`src/rtl/ear_pulse_conditioner_if.sv`:
```
// rtl/ear_pulse_conditioner_if.sv - pulse-width result and width-FIFO bundle of the EAR conditioner
interface ear_pulse_conditioner_if #(
    parameter int WIDTH_BITS = 16
);
    logic                  pulse_valid;
    logic [WIDTH_BITS-1:0] pulse_width;
    logic                  pulse_level;
    logic                  pulse_sat;
    logic                  fifo_rd;
    logic                  fifo_valid;
    logic [WIDTH_BITS:0]   fifo_dout;
    logic                  fifo_ovf;
    logic                  ovf_clr;

    modport master (
        output pulse_valid, pulse_width, pulse_level, pulse_sat,
        output fifo_valid, fifo_dout, fifo_ovf,
        input  fifo_rd, ovf_clr
    );

    modport slave (
        input  pulse_valid, pulse_width, pulse_level, pulse_sat,
        input  fifo_valid, fifo_dout, fifo_ovf,
        output fifo_rd, ovf_clr
    );
endinterface

```
`src/rtl/ear_pulse_conditioner.sv`:
```
// rtl/ear_pulse_conditioner.sv - EAR synchroniser, glitch filter and pulse-width meter
// Optional width FIFO enabled by defining EAR_PULSE_FIFO_EN.
module ear_pulse_conditioner #(
    parameter int SYNC_STAGES   = 2,
    parameter int GLITCH_CYCLES = 16,
    parameter int WIDTH_BITS    = 16,
    parameter int FIFO_DEPTH    = 4
) (
    input  logic clk_sys,
    input  logic reset,
    input  logic ear_raw,
    output logic ear,
    output logic edge_stb,
    output logic idle,
    ear_pulse_conditioner_if.master pif
);
    localparam int GW = (GLITCH_CYCLES > 1) ? $clog2(GLITCH_CYCLES) : 1;
    localparam logic [GW-1:0] GLAST = GW'(GLITCH_CYCLES - 1);
    localparam logic [WIDTH_BITS-1:0] WMAX = '1;

    logic [SYNC_STAGES-1:0] sync_q;
    logic                   s;
    logic [GW-1:0]          gcnt;
    logic [WIDTH_BITS-1:0]  wcnt;
    logic                   take;

    assign s    = sync_q[SYNC_STAGES-1];
    assign take = (s != ear) && (gcnt == GLAST);

    always_ff @(posedge clk_sys or posedge reset) begin
        if (reset) begin
            sync_q <= '0;
        end else begin
            sync_q <= {sync_q[SYNC_STAGES-2:0], ear_raw};
        end
    end

    always_ff @(posedge clk_sys or posedge reset) begin
        if (reset) begin
            ear             <= 1'b0;
            gcnt            <= '0;
            edge_stb        <= 1'b0;
            wcnt            <= '0;
            idle            <= 1'b1;
            pif.pulse_valid <= 1'b0;
            pif.pulse_width <= '0;
            pif.pulse_level <= 1'b0;
            pif.pulse_sat   <= 1'b0;
        end else begin
            edge_stb        <= take;
            pif.pulse_valid <= take;
            if (s == ear) begin
                gcnt <= '0;
            end else if (take) begin
                ear  <= s;
                gcnt <= '0;
            end else begin
                gcnt <= gcnt + 1'b1;
            end
            // The edge cycle itself counts toward the pulse, hence wcnt+1.
            if (take) begin
                pif.pulse_width <= (wcnt == WMAX) ? WMAX : wcnt + 1'b1;
                pif.pulse_level <= ear;
                pif.pulse_sat   <= (wcnt == WMAX);
                wcnt            <= '0;
                idle            <= 1'b0;
            end else begin
                if (wcnt != WMAX) begin
                    wcnt <= wcnt + 1'b1;
                end
                if (wcnt >= WMAX - 1'b1) begin
                    idle <= 1'b1;
                end
            end
        end
    end

`ifdef EAR_PULSE_FIFO_EN
    localparam int AW = $clog2(FIFO_DEPTH);

    logic [WIDTH_BITS:0] mem [FIFO_DEPTH];
    logic [AW:0]         wr_ptr;
    logic [AW:0]         rd_ptr;
    logic                push;
    logic                pop;
    logic                full;
    logic                push_ok;

    assign push    = pif.pulse_valid;
    assign pop     = pif.fifo_rd && pif.fifo_valid;
    assign full    = (wr_ptr[AW] != rd_ptr[AW]) && (wr_ptr[AW-1:0] == rd_ptr[AW-1:0]);
    assign push_ok = push && (!full || pop);

    assign pif.fifo_valid = (wr_ptr != rd_ptr);
    assign pif.fifo_dout  = mem[rd_ptr[AW-1:0]];

    always_ff @(posedge clk_sys) begin
        if (push_ok) begin
            mem[wr_ptr[AW-1:0]] <= {pif.pulse_level, pif.pulse_width};
        end
    end

    always_ff @(posedge clk_sys or posedge reset) begin
        if (reset) begin
            wr_ptr       <= '0;
            rd_ptr       <= '0;
            pif.fifo_ovf <= 1'b0;
        end else begin
            if (push_ok) begin
                wr_ptr <= wr_ptr + 1'b1;
            end
            if (pop) begin
                rd_ptr <= rd_ptr + 1'b1;
            end
            if (pif.ovf_clr) begin
                pif.fifo_ovf <= 1'b0;
            end else if (push && full && !pop) begin
                pif.fifo_ovf <= 1'b1;
            end
        end
    end
`else
    logic unused_fifo;

    assign pif.fifo_valid = 1'b0;
    assign pif.fifo_dout  = '0;
    assign pif.fifo_ovf   = 1'b0;
    assign unused_fifo    = pif.fifo_rd ^ pif.ovf_clr ^ (FIFO_DEPTH != 0);
`endif
endmodule

```
`src/flat_wrapper.sv`:
```
// flat-port wrapper written by rule: the top's interface ports become plain ports
module ear_pulse_conditioner_flat 
#(
    parameter int SYNC_STAGES   = 2,
    parameter int GLITCH_CYCLES = 16,
    parameter int WIDTH_BITS    = 16,
    parameter int FIFO_DEPTH    = 4
)
  (clk_sys, reset, ear_raw, ear, edge_stb, idle, pif_pulse_valid, pif_pulse_width, pif_pulse_level, pif_pulse_sat, pif_fifo_valid, pif_fifo_dout, pif_fifo_ovf, pif_fifo_rd, pif_ovf_clr);
  ear_pulse_conditioner_if #(.WIDTH_BITS(WIDTH_BITS)) pif_i ();
  input  logic clk_sys;
  input  logic reset;
  input  logic ear_raw;
  output logic ear;
  output logic edge_stb;
  output logic idle;
  output wire logic [$bits(pif_i.pulse_valid)-1:0] pif_pulse_valid;
  output wire logic [$bits(pif_i.pulse_width)-1:0] pif_pulse_width;
  output wire logic [$bits(pif_i.pulse_level)-1:0] pif_pulse_level;
  output wire logic [$bits(pif_i.pulse_sat)-1:0] pif_pulse_sat;
  output wire logic [$bits(pif_i.fifo_valid)-1:0] pif_fifo_valid;
  output wire logic [$bits(pif_i.fifo_dout)-1:0] pif_fifo_dout;
  output wire logic [$bits(pif_i.fifo_ovf)-1:0] pif_fifo_ovf;
  input wire logic [$bits(pif_i.fifo_rd)-1:0] pif_fifo_rd;
  input wire logic [$bits(pif_i.ovf_clr)-1:0] pif_ovf_clr;
  assign pif_pulse_valid = pif_i.pulse_valid;
  assign pif_pulse_width = pif_i.pulse_width;
  assign pif_pulse_level = pif_i.pulse_level;
  assign pif_pulse_sat = pif_i.pulse_sat;
  assign pif_fifo_valid = pif_i.fifo_valid;
  assign pif_fifo_dout = pif_i.fifo_dout;
  assign pif_fifo_ovf = pif_i.fifo_ovf;
  assign pif_i.fifo_rd = pif_fifo_rd;
  assign pif_i.ovf_clr = pif_ovf_clr;
  ear_pulse_conditioner #(.SYNC_STAGES(SYNC_STAGES), .GLITCH_CYCLES(GLITCH_CYCLES), .WIDTH_BITS(WIDTH_BITS), .FIFO_DEPTH(FIFO_DEPTH)) u_core (.clk_sys(clk_sys), .reset(reset), .ear_raw(ear_raw), .ear(ear), .edge_stb(edge_stb), .idle(idle), .pif(pif_i));
endmodule
```
`config.mk`:
```
export PLATFORM = sky130hd
export DESIGN_NAME = ear_pulse_conditioner_flat
export DESIGN_NICKNAME = d
export VERILOG_FILES = /design/src/rtl/ear_pulse_conditioner_if.sv /design/src/rtl/ear_pulse_conditioner.sv /design/src/flat_wrapper.sv
export SDC_FILE = /design/constraint.sdc
export NUM_CORES = 1
export LEC_CHECK = 0
export CORE_UTILIZATION = 42
export DETAILED_ROUTE_END_ITERATION = 16
export PLACE_DENSITY = 0.8
export SYNTH_ARGS = -nofsm -noshare
export SYNTH_HDL_FRONTEND = slang
export SYNTH_SLANG_ARGS = --single-unit
```
`constraint.sdc`:
```
create_clock -name clk_sys -period 1.7 [get_ports clk_sys]
set_clock_uncertainty 0.05 [all_clocks]
set_input_delay 0.34 -clock clk_sys [delete_from_list [all_inputs] [get_ports clk_sys]]
set_output_delay 0.34 -clock clk_sys [all_outputs]
set_load 0.01 [all_outputs]
```
* Word-level counts from Yosys, hierarchy flattened
Cells that the tools add are included.
** Storage, ports and cells
- Bits in registers :: 43
- Input bits :: 5
- Output and inout bits :: 41
- Logic and storage cells :: 29
** Operators by class
- Add/subtract/negate cells :: 2
- Order comparisons :: 1
- Equal/unequal tests :: 5
- Muxes and demuxes :: 7
- Bitwise logic cells :: 1
- Reductions and logical operators :: 4
** Operators with widths (count)
- 16-bit 2-to-1 mux :: 3
- 16-bit by 1-bit adder with 16-bit output, second input constant :: 1
- 16-bit equality test, second input constant :: 1
- 16-bit >= comparator, second input constant :: 1
- 16-bit inequality test, second input constant :: 1
- 4-bit 2-to-1 mux :: 2
- 4-bit by 1-bit adder with 4-bit output, second input constant :: 1
- 4-bit equality test, second input constant :: 1
- 2-bit nonzero test :: 2
- 1-bit 2-to-1 mux :: 2
- 2-bit AND reduction :: 1
- 1-bit equality test :: 1
- 1-bit logical AND :: 1
- 1-bit inequality test :: 1
- 1-bit inverter :: 1

* Logic depth before layout (Yosys ltp)
Gate-level depths: netlist of run 1.
- Word-level depth :: 4
- Mapped depth :: 8
- Gate-level depth less buffers :: 6

* Worst setup path before layout of run 1
Ideal clock, no wire load.
- Kind :: reg-to-reg
- Start :: register u_core.gcnt[0]
- End :: register u_core.pif.pulse_width[5]
- Setup time :: 131 ps
- Arrival :: 1410 ps
- Data required time :: 1519 ps
- Setup slack :: 110 ps
- Cell stages (with the launch flop) :: 9
- Path buffers :: 3
- Clock period less this slack :: 1590 ps
- Cells stage by stage :: dfrtp_1 > ha_1 > nand3_1 > or2_1 > buf_2 > inv_2 > buf_4 > buf_6 > a31oi_2
** On the way
- Word-level cells in the longest chain between the ends :: 2
** RTL lines
- start: declaration :: RTL line ear_pulse_conditioner.sv:23 : logic [GW-1:0] gcnt;
- start signal: assignment :: RTL line ear_pulse_conditioner.sv:58 : gcnt <= gcnt + 1'b1;
- 4-bit equality test :: RTL line ear_pulse_conditioner.sv:28 : assign take = (s != ear) && (gcnt == GLAST);
- 1-bit logical AND :: RTL line ear_pulse_conditioner.sv:28
- end signal: assignment :: RTL line ear_pulse_conditioner.sv:62 : pif.pulse_width <= (wcnt == WMAX) ? WMAX : wcnt + 1'b1;
- end: declaration :: RTL line ear_pulse_conditioner_if.sv:16 : output pulse_valid, pulse_width, pulse_level, pulse_sat,
Every way passes these cells.
A chain may end at the register's enable or synchronous reset.

* Worst setup path in the final report of run 1
- Start :: register u_core.ear
- End :: output port ear
** RTL lines
- start: declaration :: RTL line ear_pulse_conditioner.sv:12 : output logic ear,
- start signal: assignment :: RTL line ear_pulse_conditioner.sv:55 : ear <= s;
- end: declaration :: RTL line flat_wrapper.sv:14 : output logic ear;
No word-level cell between the ends.

==> results of run 1 <==
## kinds of logic after synthesis
kind of cell | after synthesis | synth area share (%)
AND/OR/NAND/NOR | 68 | 18.0
flip-flops | 43 | 51.7
AO/OA/AOI/OAI | 36 | 10.4
buffers and inverters | 36 | 11.9
XOR/XNOR | 12 | 5.04
adder cells (fa/ha/maj) | 3 | 1.80
multiplexers | 2 | 1.02
other | 1 | 0.180
## cell usage after synthesis, types with 2 or more instances
library cell	count	area share (%)
buf_4	21	7.6
nand4_2	2	1.2
nor2_1	24	4.3
a31oi_1	12	3.6
buf_2	3	0.72
nor4_1	2	0.60
nand3_1	5	1.2
a21oi_1	12	2.9
nor3_1	8	1.9
dfrtp_1	42	50
o21ai_1	4	0.96
xor2_1	2	0.84
ha_1	3	1.8
nand4_1	2	0.60
and3_1	2	0.60
xnor2_1	10	4.2
buf_6	4	2.2
o21ai_0	2	0.48
o31ai_1	3	1.1
nand2_1	13	2.3
inv_1	7	1.3
## worst max path at each step
| stage | cells after the start | slack, ns | to | startpoint |
|---|---|---|---|---|
| floorplan | 8 | 0.11 | u_core.pif.pulse_width[5] | u_core.gcnt[0] |
| global placement | 4 | 0.11 | u_core.pif.pulse_width[1] | u_core.wcnt[9] |
| global route | 6 | -0.03 | u_core.wcnt[12] | u_core.wcnt[1] |
| detailed placement | 4 | 0.1 | u_core.pif.pulse_width[11] | u_core.wcnt[9] |
| finish | 1 | 0.06 | ear | u_core.ear |
| CTS | 6 | 0.02 | u_core.pif.pulse_width[14] | u_core.wcnt[1] |
## where the power goes
group	leakage [uW]	internal [uW]	switching, uW
combinational	0.000511	58.2	98.4
sequential	0.000576	1060	57.2
clock	0.0000644	586	354
## metal layers
metal  routed length, um  GRT usage [%]
met1                1760           20.0
met2                1920           26.6
met5                   0              0
met4                  37           5.45
met3                 140           3.75
## what timing repair did
action,in CTS,in global routing
gates cloned,0,1
pin swaps,0,4
resized for setup,1,8
endpoints found under the setup margin,1,24
setup buffers,0,1
## stage by stage
stage	power, uW	std cells
2_1_floorplan	1260	219
3_5_place_dp	1300	296
5_1_grt	2310	306
4_1_cts	2230	304
6_report	2220	306
3_3_place_gp	1280	296
## final cells by class
class	count	share of cell area, %
Sequential cell	43	41.7
Tap cell	67	3.24
Timing Repair Buffer	40	15.7
Multi-Input combinational cell	140	32.8
Clock buffer	5	2.66
Clock inverter	3	2.62
Inverter	8	1.26
## registers in the layout, summed over array words and instances, names as in the netlist
signal,cells
u_core.pif.pulse_width,16
u_core.sync_q,2
u_core.ear,1
u_core.pif.pulse_level,1
u_core.pif.pulse_valid,1
u_core.idle,1
u_core.wcnt,16
u_core.pif.pulse_sat,1
u_core.gcnt,4
==> flow_metrics.tcl, run 1 <==
set metrics [dict create \
    ir_worst_vdd_v 0.000583 \
    status "complete, no violations" \
    regArea_sq_mm 0.00108 \
    track_usage_pct 15.8 \
    cts_made_buffers 5 \
    critPathTopFamily "buffers and inverters" \
    synth_ff_type "dfrtp_1" \
    reg2reg_to "u_core.pif.pulse_width[4]" \
    routedWlPerCell_um 12.6 \
    worstHoldPathType "flip-flop to flip-flop" \
    initial_core_util_pct 43.8 \
    place.gp.congestion 0.849 \
    pre_cts_slack_ns 0.0967 \
    ff2ff_setup_slack_ns 0.07 \
    core-area_sq_mm 0.00475 \
    area_delta_synth_final_pct 23.9 \
    placed_area_sq_mm 0.00239 \
    worstHoldStart "u_core.sync_q[0]" \
    drt_wl_total_um 3860 \
    fin_area_sq_mm 0.00258 \
    setup_viol 0 \
    finalHoldViolations 0 \
    p_leak_uw 0.00115 \
    synth-seq-cells 43 \
    die_w_um 72.5 \
    n_fill_cell 419 \
    fin_tns_setup_ns 0 \
    grt_pass1_wl_um 6440 \
    cts.htree.levels 2 \
    final_cell_mix "dfrtp_1, nor2_1, clkdlybuf4s50_1" \
    slowest_stage "clkdlybuf4s50_1" \
    cts_sinks 43 \
    antenna_found_initial 0 \
    crit_fanout 3 \
    post-route-util_pct 54.3 \
    grt_max_degree 44 \
    fin_crit_sh_pct 96.7 \
    syn_inst 201 \
    drive_gt1_share_pct 16.7 \
    cts_hold_buf 0 \
    fin_hold_ws_ns 0.305 \
    drtPass1Iterations 4 \
    maxCapViolations 0 \
    synth_edf_count 0 \
    fmax_ghz 0.608 \
    required_ns 1.31 \
    startpoint_type "flip-flop" \
    clockBufferDepth 2 \
    fin_crit_ns 1.64 \
    clk_latency_ns 0.30 \
    rsz0062_at_grt "yes" \
    io_pins 46 \
    drt_iter0_drc 64 \
    num_vias 1497 \
    via_per_inst 4.89 \
    die_y_um 72.5 \
    yosys.cell_types.count 39 \
    cts_tree "yes" \
    hold_end "u_core.sync_q[1]" \
    num_rows 25 \
    fp.dieArea_sq_mm 0.00525 \
    remaining_drc_errors 0 \
    fin_ws_ns 0.0562 \
    async_flop_share_pct 100 \
    port_buffers 24 \
    cp.arrival_ns 1.25 \
    power_density_mw_per_mm2 858 \
    ant_nets 0 \
    cts_root_buf "clkbuf_8" \
    ys_warn_count 0 \
    mappedNetlistArea_sq_mm 0.00208 \
    syn_avg_cell_area_sq_um 10.4 \
    hpwlAfterDp_um 2540 \
    reg2regPathDepth 5 \
    diodes 0 \
    end_kind "primary output" \
    slew_violations 0 \
    fin_nets 246 \
    seq_area_frac_synth_pct 51.7 \
    r2r-start "u_core.gcnt[0]" \
    grt_overflow 0 \
    path_clk_slew_ns 0.08 \
    slowest_delay_ns 0.56 \
    path_class "flip-flop to primary output" \
    critPathBufInv 1 \
    path_cells "clkdlybuf4s50_1" \
    multi_input_area_sq_um 848 \
    min_path_cells 0 \
    grt_pass1_vias 1460 \
    final_common_cell "dfrtp_1" \
]
Note: power is estimated with default switching activity, not from simulation.
==> inputs of run 2 (changes only) <==
Settings changed: GPL_ROUTABILITY_DRIVEN set to 0.
==> results of run 2 <==
Final layout, timing and power as in run 1 (identical DEF).
==> inputs of run 3 (changes only) <==
Settings changed: GPL_TIMING_DRIVEN set to 1.
==> results of run 3 <==
Final layout, timing and power as in run 1 (identical DEF).
